File: src/rtl/acq_pkg.sv
// Shared definitions for the acquisition sequencer: FSM encoding and default timing.
package acq_pkg;

    typedef enum logic [2:0] {
        IDLE  = 3'd0,
        ARMED = 3'd1,
        RUN   = 3'd2,
        DONE  = 3'd3
    } acq_state_t;

    localparam int CONV_LOW_CYCLES_DEF = 4;
    localparam int CAPTURE_DELAY_DEF   = 40;

endpackage

File: src/rtl/acq_sequencer_if.sv
// Control/status bundle between the acquisition sequencer and its surroundings.
interface acq_sequencer_if;

    logic        acq_enable;
    logic        trig_sel;
    logic        soft_trig;
    logic        hw_trig;
    logic        new_sample;
    logic [31:0] n_samples;
    logic        fifo_full;
    logic        adc_start_conv_n;
    logic        sample_valid;
    logic [31:0] sample_cnt;
    logic        acq_active;
    logic        acq_done;
    logic        overflow;
    logic        overrun;
    logic [2:0]  state;

    modport slave (
        input  acq_enable, trig_sel, soft_trig, hw_trig, new_sample, n_samples, fifo_full,
        output adc_start_conv_n, sample_valid, sample_cnt, acq_active, acq_done,
               overflow, overrun, state
    );

    modport master (
        output acq_enable, trig_sel, soft_trig, hw_trig, new_sample, n_samples, fifo_full,
        input  adc_start_conv_n, sample_valid, sample_cnt, acq_active, acq_done,
               overflow, overrun, state
    );

endinterface

File: src/rtl/adc_conv_timer.sv
// One ADC conversion: start_conv_n low pulse, capture delay counter and busy window.
module adc_conv_timer
    import acq_pkg::*;
#(
    parameter int CONV_LOW_CYCLES = CONV_LOW_CYCLES_DEF,
    parameter int CAPTURE_DELAY   = CAPTURE_DELAY_DEF
) (
    input  logic clk_100,
    input  logic reset,
    input  logic start,
    input  logic abort,
    output logic busy,
    output logic conv_n,
    output logic capture,
    output logic capture_next
);

    localparam logic [8:0] LOW_END   = 9'(CONV_LOW_CYCLES);
    localparam logic [8:0] DELAY_END = 9'(CAPTURE_DELAY);

    // elapsed counts edges since the accepted strobe; 9 bits so +1 never wraps
    logic [8:0] elapsed;
    logic [8:0] elapsed_inc;

    assign elapsed_inc  = elapsed + 9'd1;
    assign capture_next = busy && !abort && (elapsed_inc == DELAY_END);

    always_ff @(posedge clk_100) begin
        if (reset || abort) begin
            busy    <= 1'b0;
            elapsed <= '0;
            conv_n  <= 1'b1;
            capture <= 1'b0;
        end else if (start) begin
            busy    <= 1'b1;
            elapsed <= 9'd1;
            conv_n  <= 1'b0;
            capture <= 1'b0;
        end else if (busy) begin
            elapsed <= elapsed_inc;
            conv_n  <= (elapsed_inc > LOW_END);
            capture <= capture_next;
            // busy still covers the capture cycle itself
            busy    <= (elapsed != DELAY_END);
        end else begin
            conv_n  <= 1'b1;
            capture <= 1'b0;
        end
    end

endmodule

File: src/rtl/acq_sequencer.sv
// Acquisition FSM: arming, trigger selection, per-shot sample counting and sticky errors.
module acq_sequencer
    import acq_pkg::*;
#(
    parameter int CONV_LOW_CYCLES = CONV_LOW_CYCLES_DEF,
    parameter int CAPTURE_DELAY   = CAPTURE_DELAY_DEF
) (
    input  logic            clk_100,
    input  logic            reset,
    acq_sequencer_if.slave  bus
);

    acq_state_t  state_q, state_d;
    logic        enable_q;
    logic        hw_trig_q;
    logic [31:0] n_latched;
    logic [31:0] cnt_q;
    logic        overflow_q;
    logic        overrun_q;
    logic        busy;
    logic        capture_next;
    logic        arm;
    logic        trig_seen;
    logic        accept;
    logic        strobe_busy;

    assign arm         = (state_q == IDLE) && bus.acq_enable && !enable_q;
    assign trig_seen   = bus.trig_sel ? (bus.hw_trig && !hw_trig_q) : bus.soft_trig;
    // state_q (not state_d) gates acceptance, so a strobe on the trigger cycle is dropped
    assign accept      = (state_q == RUN) && bus.acq_enable && bus.new_sample && !busy;
    assign strobe_busy = (state_q == RUN) && bus.acq_enable && bus.new_sample && busy;

    adc_conv_timer #(
        .CONV_LOW_CYCLES (CONV_LOW_CYCLES),
        .CAPTURE_DELAY   (CAPTURE_DELAY)
    ) u_timer (
        .clk_100      (clk_100),
        .reset        (reset),
        .start        (accept),
        .abort        (!bus.acq_enable),
        .busy         (busy),
        .conv_n       (bus.adc_start_conv_n),
        .capture      (bus.sample_valid),
        .capture_next (capture_next)
    );

    always_comb begin
        state_d = state_q;
        unique case (state_q)
            IDLE:    if (arm) state_d = ARMED;
            ARMED:   if (trig_seen) state_d = RUN;
            RUN:     if ((n_latched != '0) && (cnt_q == n_latched)) state_d = DONE;
            DONE:    state_d = DONE;
            default: state_d = IDLE;
        endcase
        if (!bus.acq_enable) state_d = IDLE;
    end

    always_ff @(posedge clk_100) begin
        if (reset) begin
            state_q    <= IDLE;
            enable_q   <= 1'b0;
            hw_trig_q  <= 1'b0;
            n_latched  <= '0;
            cnt_q      <= '0;
            overflow_q <= 1'b0;
            overrun_q  <= 1'b0;
        end else begin
            state_q   <= state_d;
            enable_q  <= bus.acq_enable;
            hw_trig_q <= bus.hw_trig;
            if (arm) begin
                n_latched  <= bus.n_samples;
                cnt_q      <= '0;
                overflow_q <= 1'b0;
                overrun_q  <= 1'b0;
            end else begin
                // count lands on the same edge that raises sample_valid
                if (capture_next && (cnt_q != '1)) cnt_q <= cnt_q + 32'd1;
                if (bus.sample_valid && bus.fifo_full) overflow_q <= 1'b1;
                if (strobe_busy) overrun_q <= 1'b1;
            end
        end
    end

    assign bus.state      = state_q;
    assign bus.sample_cnt = cnt_q;
    assign bus.acq_active = (state_q == RUN);
    assign bus.acq_done   = (state_q == DONE);
    assign bus.overflow   = overflow_q;
    assign bus.overrun    = overrun_q;

endmodule

File: src/flat_wrapper.sv
// flat-port wrapper written by rule: the top's interface ports become plain ports
module acq_sequencer_flat import acq_pkg::*;
#(
    parameter int CONV_LOW_CYCLES = CONV_LOW_CYCLES_DEF,
    parameter int CAPTURE_DELAY   = CAPTURE_DELAY_DEF
)
  (clk_100, reset, bus_acq_enable, bus_trig_sel, bus_soft_trig, bus_hw_trig, bus_new_sample, bus_n_samples, bus_fifo_full, bus_adc_start_conv_n, bus_sample_valid, bus_sample_cnt, bus_acq_active, bus_acq_done, bus_overflow, bus_overrun, bus_state);
  acq_sequencer_if bus_i ();
  input  logic clk_100;
  input  logic reset;
  input wire logic [$bits(bus_i.acq_enable)-1:0] bus_acq_enable;
  input wire logic [$bits(bus_i.trig_sel)-1:0] bus_trig_sel;
  input wire logic [$bits(bus_i.soft_trig)-1:0] bus_soft_trig;
  input wire logic [$bits(bus_i.hw_trig)-1:0] bus_hw_trig;
  input wire logic [$bits(bus_i.new_sample)-1:0] bus_new_sample;
  input wire logic [$bits(bus_i.n_samples)-1:0] bus_n_samples;
  input wire logic [$bits(bus_i.fifo_full)-1:0] bus_fifo_full;
  output wire logic [$bits(bus_i.adc_start_conv_n)-1:0] bus_adc_start_conv_n;
  output wire logic [$bits(bus_i.sample_valid)-1:0] bus_sample_valid;
  output wire logic [$bits(bus_i.sample_cnt)-1:0] bus_sample_cnt;
  output wire logic [$bits(bus_i.acq_active)-1:0] bus_acq_active;
  output wire logic [$bits(bus_i.acq_done)-1:0] bus_acq_done;
  output wire logic [$bits(bus_i.overflow)-1:0] bus_overflow;
  output wire logic [$bits(bus_i.overrun)-1:0] bus_overrun;
  output wire logic [$bits(bus_i.state)-1:0] bus_state;
  assign bus_i.acq_enable = bus_acq_enable;
  assign bus_i.trig_sel = bus_trig_sel;
  assign bus_i.soft_trig = bus_soft_trig;
  assign bus_i.hw_trig = bus_hw_trig;
  assign bus_i.new_sample = bus_new_sample;
  assign bus_i.n_samples = bus_n_samples;
  assign bus_i.fifo_full = bus_fifo_full;
  assign bus_adc_start_conv_n = bus_i.adc_start_conv_n;
  assign bus_sample_valid = bus_i.sample_valid;
  assign bus_sample_cnt = bus_i.sample_cnt;
  assign bus_acq_active = bus_i.acq_active;
  assign bus_acq_done = bus_i.acq_done;
  assign bus_overflow = bus_i.overflow;
  assign bus_overrun = bus_i.overrun;
  assign bus_state = bus_i.state;
  acq_sequencer #(.CONV_LOW_CYCLES(CONV_LOW_CYCLES), .CAPTURE_DELAY(CAPTURE_DELAY)) u_core (.clk_100(clk_100), .reset(reset), .bus(bus_i));
endmodule
File: config.mk
export PLATFORM = sky130hd
export DESIGN_NAME = acq_sequencer_flat
export DESIGN_NICKNAME = d
export VERILOG_FILES = /design/src/rtl/acq_pkg.sv /design/src/rtl/acq_sequencer_if.sv /design/src/rtl/adc_conv_timer.sv /design/src/rtl/acq_sequencer.sv /design/src/flat_wrapper.sv
export SDC_FILE = /design/constraint.sdc
export NUM_CORES = 1
export LEC_CHECK = 0
export CAP_MARGIN = 10
export CORE_ASPECT_RATIO = 1.1
export CORE_UTILIZATION = 52
export CTS_CLUSTER_DIAMETER = 50
export CTS_CLUSTER_SIZE = 40
export DETAILED_ROUTE_END_ITERATION = 12
export GPL_ROUTABILITY_DRIVEN = 0
export PLACE_DENSITY = 0.8
export SLEW_MARGIN = 20
export SYNTH_ARGS = -nofsm -noshare
export SYNTH_HDL_FRONTEND = slang
export SYNTH_HIERARCHICAL = 1
export SYNTH_SLANG_ARGS = --single-unit
File: constraint.sdc
create_clock -name clk_100 -period 3.6 [get_ports clk_100]
set_input_delay 0.72 -clock clk_100 [delete_from_list [all_inputs] [get_ports clk_100]]
set_output_delay 0.72 -clock clk_100 [all_outputs]
set_load 0.03 [all_outputs]
== After elaboration in Yosys (flattened, before gate mapping) ==
Index checks and enable logic that the tools add are counted.
Widths: inputs -> output; s select.

* Output and inout bits: 41
* Flip-flop bits (word level): 83
* Logic and storage cells: 63

* Eq/ne operators: 10
* Muxes and demuxes: 11
* Add/subtract/negate cells: 2
* $lt $le $gt $ge: 1
* Reduce and logical (&&, ||, !) cells: 25
* Bitwise operators: 2

{| class="wikitable"
|+ Operator list
! operator !! count
|-
| $add 32x1->32 const B || 1
|-
| $eq 32x32->1 || 1
|-
| $ne 32x32->1 const B || 1
|-
| $reduce_bool 32->1 || 1
|-
| $logic_and 1x1->1 || 12
|-
| $pmux 3 s4 || 1
|-
| $add 9x1->9 const B || 1
|-
| $eq 9x6->1 const B || 1
|-
| $gt 9x3->1 const B || 1
|-
| $mux 3 || 3
|-
| $ne 9x6->1 const B || 1
|-
| $mux 1 || 7
|-
| $eq 3x2->1 const B || 2
|-
| $ne 2x1->1 const B || 3
|-
| $reduce_or 2->1 || 3
|-
| $logic_not 1->1 || 4
|-
| $eq 3x1->1 const B || 1
|-
| $logic_not 3->1 || 1
|-
| $reduce_and 3->1 || 1
|-
| $reduce_or 3->1 || 1
|-
| $not 1->1 || 2
|-
| $reduce_bool 2->1 || 1
|-
| $logic_or 1x1->1 || 1
|}

== Longest topological paths before layout ==
* Depth after elaboration: 5
* Depth in mapped cells: 11

== By module ==
The synthesis kept the hierarchy.

{| class="wikitable"
|+ By module, submodules not included
! module !! area an instance (µm²) !! times used !! cells each
|-
| acq_sequencer || 3458.3 || 1 || 431
|-
| adc_conv_timer || 698.2 || 1 || 82
|}

== Worst setup path after synthesis ==
No wires, ideal clock.

* Kind: register -> register
* Start point: reg u_core.u_timer.elapsed[0]
* End point: reg u_core.cnt_q[31] (netlist: u_core/bus.sample_cnt[31])
* Required time: 3530 ps
* Arrival time: 2665 ps
* Path buffers: 1
* Cell stages (with the launch flop): 12
* Library setup time: 70 ps
* Setup slack: 864 ps
* Period minus slack after synthesis: 2736 ps
* Cell sequence: dfxtp_1 > ha_1 > and4_1 > o2111ai_1 > a221o_1 > nor3_1 > buf_2 > nand3_1 > nor2_1 > nand3_4 > or4_1 > a21oi_1

* Word-level cells in the longest chain between the ends: 4

{| class="wikitable"
|+ Ends and longest elaborated chain
! item !! RTL line !! text
|-
| start, declared || adc_conv_timer.sv:22 || <nowiki>logic [8:0] elapsed;</nowiki>
|-
| start signal, assigned || adc_conv_timer.sv:40 || <nowiki>elapsed <= elapsed_inc;</nowiki>
|-
| $add 9x1->9 || adc_conv_timer.sv:25 || <nowiki>assign elapsed_inc = elapsed + 9'd1;</nowiki>
|-
| $eq 9x6->1 || adc_conv_timer.sv:26 || <nowiki>assign capture_next = busy && !abort && (elapsed_inc == DELAY_END);</nowiki>
|-
| $logic_and 1x1->1 || adc_conv_timer.sv:26 ||
|-
| net u_core.capture_next || acq_sequencer.sv:21 || <nowiki>logic capture_next;</nowiki>
|-
| $logic_and 1x1->1 || acq_sequencer.sv:79 || <nowiki>if (capture_next && (cnt_q != '1)) cnt_q <= cnt_q + 32'd1;</nowiki>
|-
| end signal, assigned || acq_sequencer.sv:79 ||
|-
| end, declared || acq_sequencer.sv:17 || <nowiki>logic [31:0] cnt_q;</nowiki>
|}

The timed path passes the listed nets, and every way through them passes these cells.
A chain may end at the register's enable or synchronous reset.

== Final worst setup path ==
* Start point: reg u_core.u_timer.elapsed[0]
* End point: reg u_core.cnt_q[26] (netlist: u_core/bus.sample_cnt[26])

Same word-level chain as after synthesis.

==> flow_metrics.py <==
metrics = {
    "outcome": {
        "outcome": "finished clean",
    },
    "place": {
        "place_hpwl_mm": 7.96,
        "place.detailed.instances": 673,
        "buffer_ports.inserted": 79,
    },
    "pwr": {
        "power.density_cell_area_nw_per_um2": 356,
        "static_leakage_nw": 1.93,
        "ir_drop_worst_case_vdd_mv": 0.237,
    },
    "setup_path": {
        "timing.critical_path.cells": "ha_1 -> and4_1 -> o2111ai_1 -> a221o_1 -> nor3_1 -> nand3_1 -> nor2_1 -> nand3_1 -> or4_1 -> a21oi_1",
        "crit_cells": 10,
        "cp_top_family": "simple AND/OR/NAND/NOR gates",
        "timing.critical_path.buf_inv": 0,
        "setup.worst_path.class": "reg2reg",
        "startpoint": "u_core/u_timer/elapsed[0]$_SDFFE_PP0P_",
        "timing.critical_path.fanout_max": 8,
        "endpoint_kind": "register",
        "r2r_start": "u_core/u_timer/elapsed[0]$_SDFFE_PP0P_",
        "reg2reg_depth": 10,
        "cp_slowest_cell": "or4_1",
        "crit_arrival_ps": 3310,
        "critical_path.most_common_cell": "nand3_1",
        "worst_ep_required_time_ps": 3870,
        "critPathLaunchType": "register",
        "cp_slowest_stage_delay_ps": 520,
    },
    "route": {
        "drt_drc_violations_left": 0,
        "number_of_vias_per_cell": 5.96,
        "topRoutingLayerUsed": "met4",
        "drt_iter0_drc": 300,
        "vias_after_detailed_routing": 4106,
        "firstDrtPassIters": 7,
        "drt-met1-wl_mm": 4.70,
        "routed_wire_length_per_instance_um": 15.9,
        "met2RoutedLength_mm": 5.36,
        "postRouteAntennaNets": 0,
        "route.final.wire_length_mm": 10.9,
        "met3_wire_length_um": 718,
    },
    "synth": {
        "avgSynthCellArea_um2": 8.10,
        "synth.top_cells.by_area": "dfxtp_1 (39%), nand2_1 (8.4%), xor2_1 (8.0%)",
        "postSynth.asyncResetShare": 0,
        "most_area_hungry_cell_type_in_the_yosys_netlist": "dfxtp_1",
        "synth.net_count": 557,
        "synth_cells": 513,
        "synth_sequential_area_ratio": 0.395,
        "synth_top_area_share": 0.395,
        "syn-cell-area_um2": 4160,
        "synth.yosys.warnings": 6,
        "number_of_synthesized_register_bits": 82,
        "synth_enable_flop_cells": 0,
        "yosysUniqueCellTypes": 51,
        "synth_flop_cell": "dfxtp_1",
    },
    "timing": {
        "final.period_utilization": 0.844,
        "max_freq_mhz": 329,
        "fin_crit_ps": 3040,
        "slew_headroom": 0.290,
        "rsz0062_at_grt": "no",
        "skew_ps": 5.26,
        "timing_max_transition_violations_final": 0,
        "finalHoldViolations": 0,
        "max_slew.worst_pin.slew_ps": 1060,
        "tns_ps": 0,
        "report.final.setup_viol": 0,
    },
    "clock_tree": {
        "clock_insertion_delay_worst_skew_ps": 350,
        "post_cts_repair_timing_setup_buffer_count": 0,
        "cts_root_buffer": "clkbuf_8",
        "max-clock-path-buffers": 2,
        "tritoncts": "yes",
        "holdBufCountCts": 0,
        "cts_sinks": 82,
        "post_cts.resized_instances": 0,
        "clock_tree.htree_level_count": 3,
        "clkTransAtPathRegs_ps": 80,
        "cts_buffers": 9,
    },
    "global_routing": {
        "grt_start_max_net_pins": 36,
        "grt.total_usage": 0.264,
        "first_global_vias": 3649,
        "grt_first_pass_wirelength_mm": 17.1,
        "grt_overflow": 0,
        "grt_antenna_before_repair": 0,
    },
    "job": {
        "drv.max_cap_violation_count": 0,
    },
    "finish": {
        "post_layout_nonfiller_instances": 689,
        "area_added_between_synthesis_and_finish_pct": 25.2,
        "mostFrequentLayoutCells": "nand2_1 (93), dfxtp_1 (82), clkdlybuf4s50_1 (79), a21oi_1 (56), xor2_1 (38)",
        "antenna_cells_inserted": 0,
        "nets": 624,
        "final_common_cell": "nand2_1",
        "post_route_cells_drive_above_1_share": 0.0479,
    },
    "floorplanning": {
        "core_um2": 7600,
        "dieWidth_um": 87.2,
        "row_count": 33,
        "floorplan.io_pins": 81,
        "initial_core_util": 0.547,
        "overall_die_area_um2": 8360,
        "fp.dieH_um": 95.8,
    },
    "hold_path": {
        "min-delay-start": "u_core/bus.overflow$_SDFFE_PP0P_",
        "hp-class": "reg2reg",
        "hold-path-cell-count": 2,
    },
}
-- where the power goes --
part	total (mW)	switching [mW]	internal [mW]	leakage, nW
clock network	0.729	0.324	0.404	0.112
registers	0.955	0.0250	0.930	0.666
logic	0.171	0.0868	0.0844	1.15
-- layer usage --
metal / vias up / GRT usage
met5: - / 0
met3: 15 / 0.0412
met4: 0 / 0.101
li1: 1983 / -
met2: 180 / 0.457
met1: 1928 / 0.329
-- worst register-to-register path, cell delays in order (launching register included) --
cell and delay (ps):
dfxtp_1 480, ha_1 270, and4_1 230, o2111ai_1 120
a221o_1 360, nor3_1 260, nand3_1 110, nor2_1 260
nand3_1 190, or4_1 530, a21oi_1 160
-- logic make-up (layout without fill, tap and decap cells) --
| family | count (synthesis) | after routing | synth area share |
|---|---|---|---|
| simple gates | 241 | 241 | 0.303 |
| compound gates | 102 | 102 | 0.148 |
| flops | 82 | 82 | 0.395 |
| xor+xnor | 43 | 43 | 0.0906 |
| buf+inv | 37 | 108 | 0.0439 |
| fa+ha+maj | 4 | 4 | 0.0120 |
| mux | 3 | 3 | 0.00722 |
| other cells | 1 | 1 | 0.000902 |
-- area by class of cell --
class                           instances  area [µm²]
Clock buffer                           10         138
Tap cell                              105         131
Fill cell                             617        2390
Multi-Input combinational cell        394        2340
Timing Repair Buffer                   86         847
Clock inverter                          5        78.8
Inverter                                7        26.3
Sequential cell                        82        1640
-- worst paths after layout --
path,end,slack [ps]
setup / recovery,u_core/bus.sample_cnt[26]$_SDFFE_PP0P_,560
hold / removal,u_core/bus.overflow$_SDFFE_PP0P_,490
setup reg to reg,u_core/bus.sample_cnt[26]$_SDFFE_PP0P_,560
hold reg to reg,u_core/bus.overflow$_SDFFE_PP0P_,490
-- synthesized netlist by cell type, drive strengths merged, types with 2 or more instances --
library cell  count
inv               7
nor2b             3
and3              6
nand2b            3
o31ai            10
o21a              2
dfxtp            82
buf              15
ha                4
o21ai            14
xnor2             5
or4              15
clkbuf           15
and2              3
o2111ai           2
a31oi             4
or3              16
nand2            93
nor2             23
xor2             38
o211ai            5
nand3            20
nor3              9
a21oi            56
nand4            16
nor4             19
mux2i             3
o31a              2
and4             10
-- through the flow --
step / hold WS, ps / total power, mW / util / setup slack, ps / area (µm²)
detailed placement: 465 / 1.15 / 0.655 / 402 / 4980
global placement: 455 / 1.14 / 0.655 / 473 / 4980
CTS: 491 / 1.86 / 0.683 / 613 / 5190
floorplan: 460 / 1.07 / - / 864 / 4160
finish: 487 / 1.86 / 0.685 / 563 / 5200
global route: 511 / 1.92 / 0.685 / 369 / 5200
-- flip-flops by register name (all words and copies together) (netlist names) --
name                    cells
u_core/n_latched           32
u_core/bus.overrun          1
u_core/hw_trig_q            1
u_core/u_timer/elapsed      9
u_core/u_timer/capture      1
u_core/bus.state            2
u_core/u_timer/conv_n       1
u_core/bus.overflow         1
u_core/u_timer/busy         1
u_core/enable_q             1
u_core/bus.sample_cnt      32
Note: power is estimated with default switching activity, not from simulation.
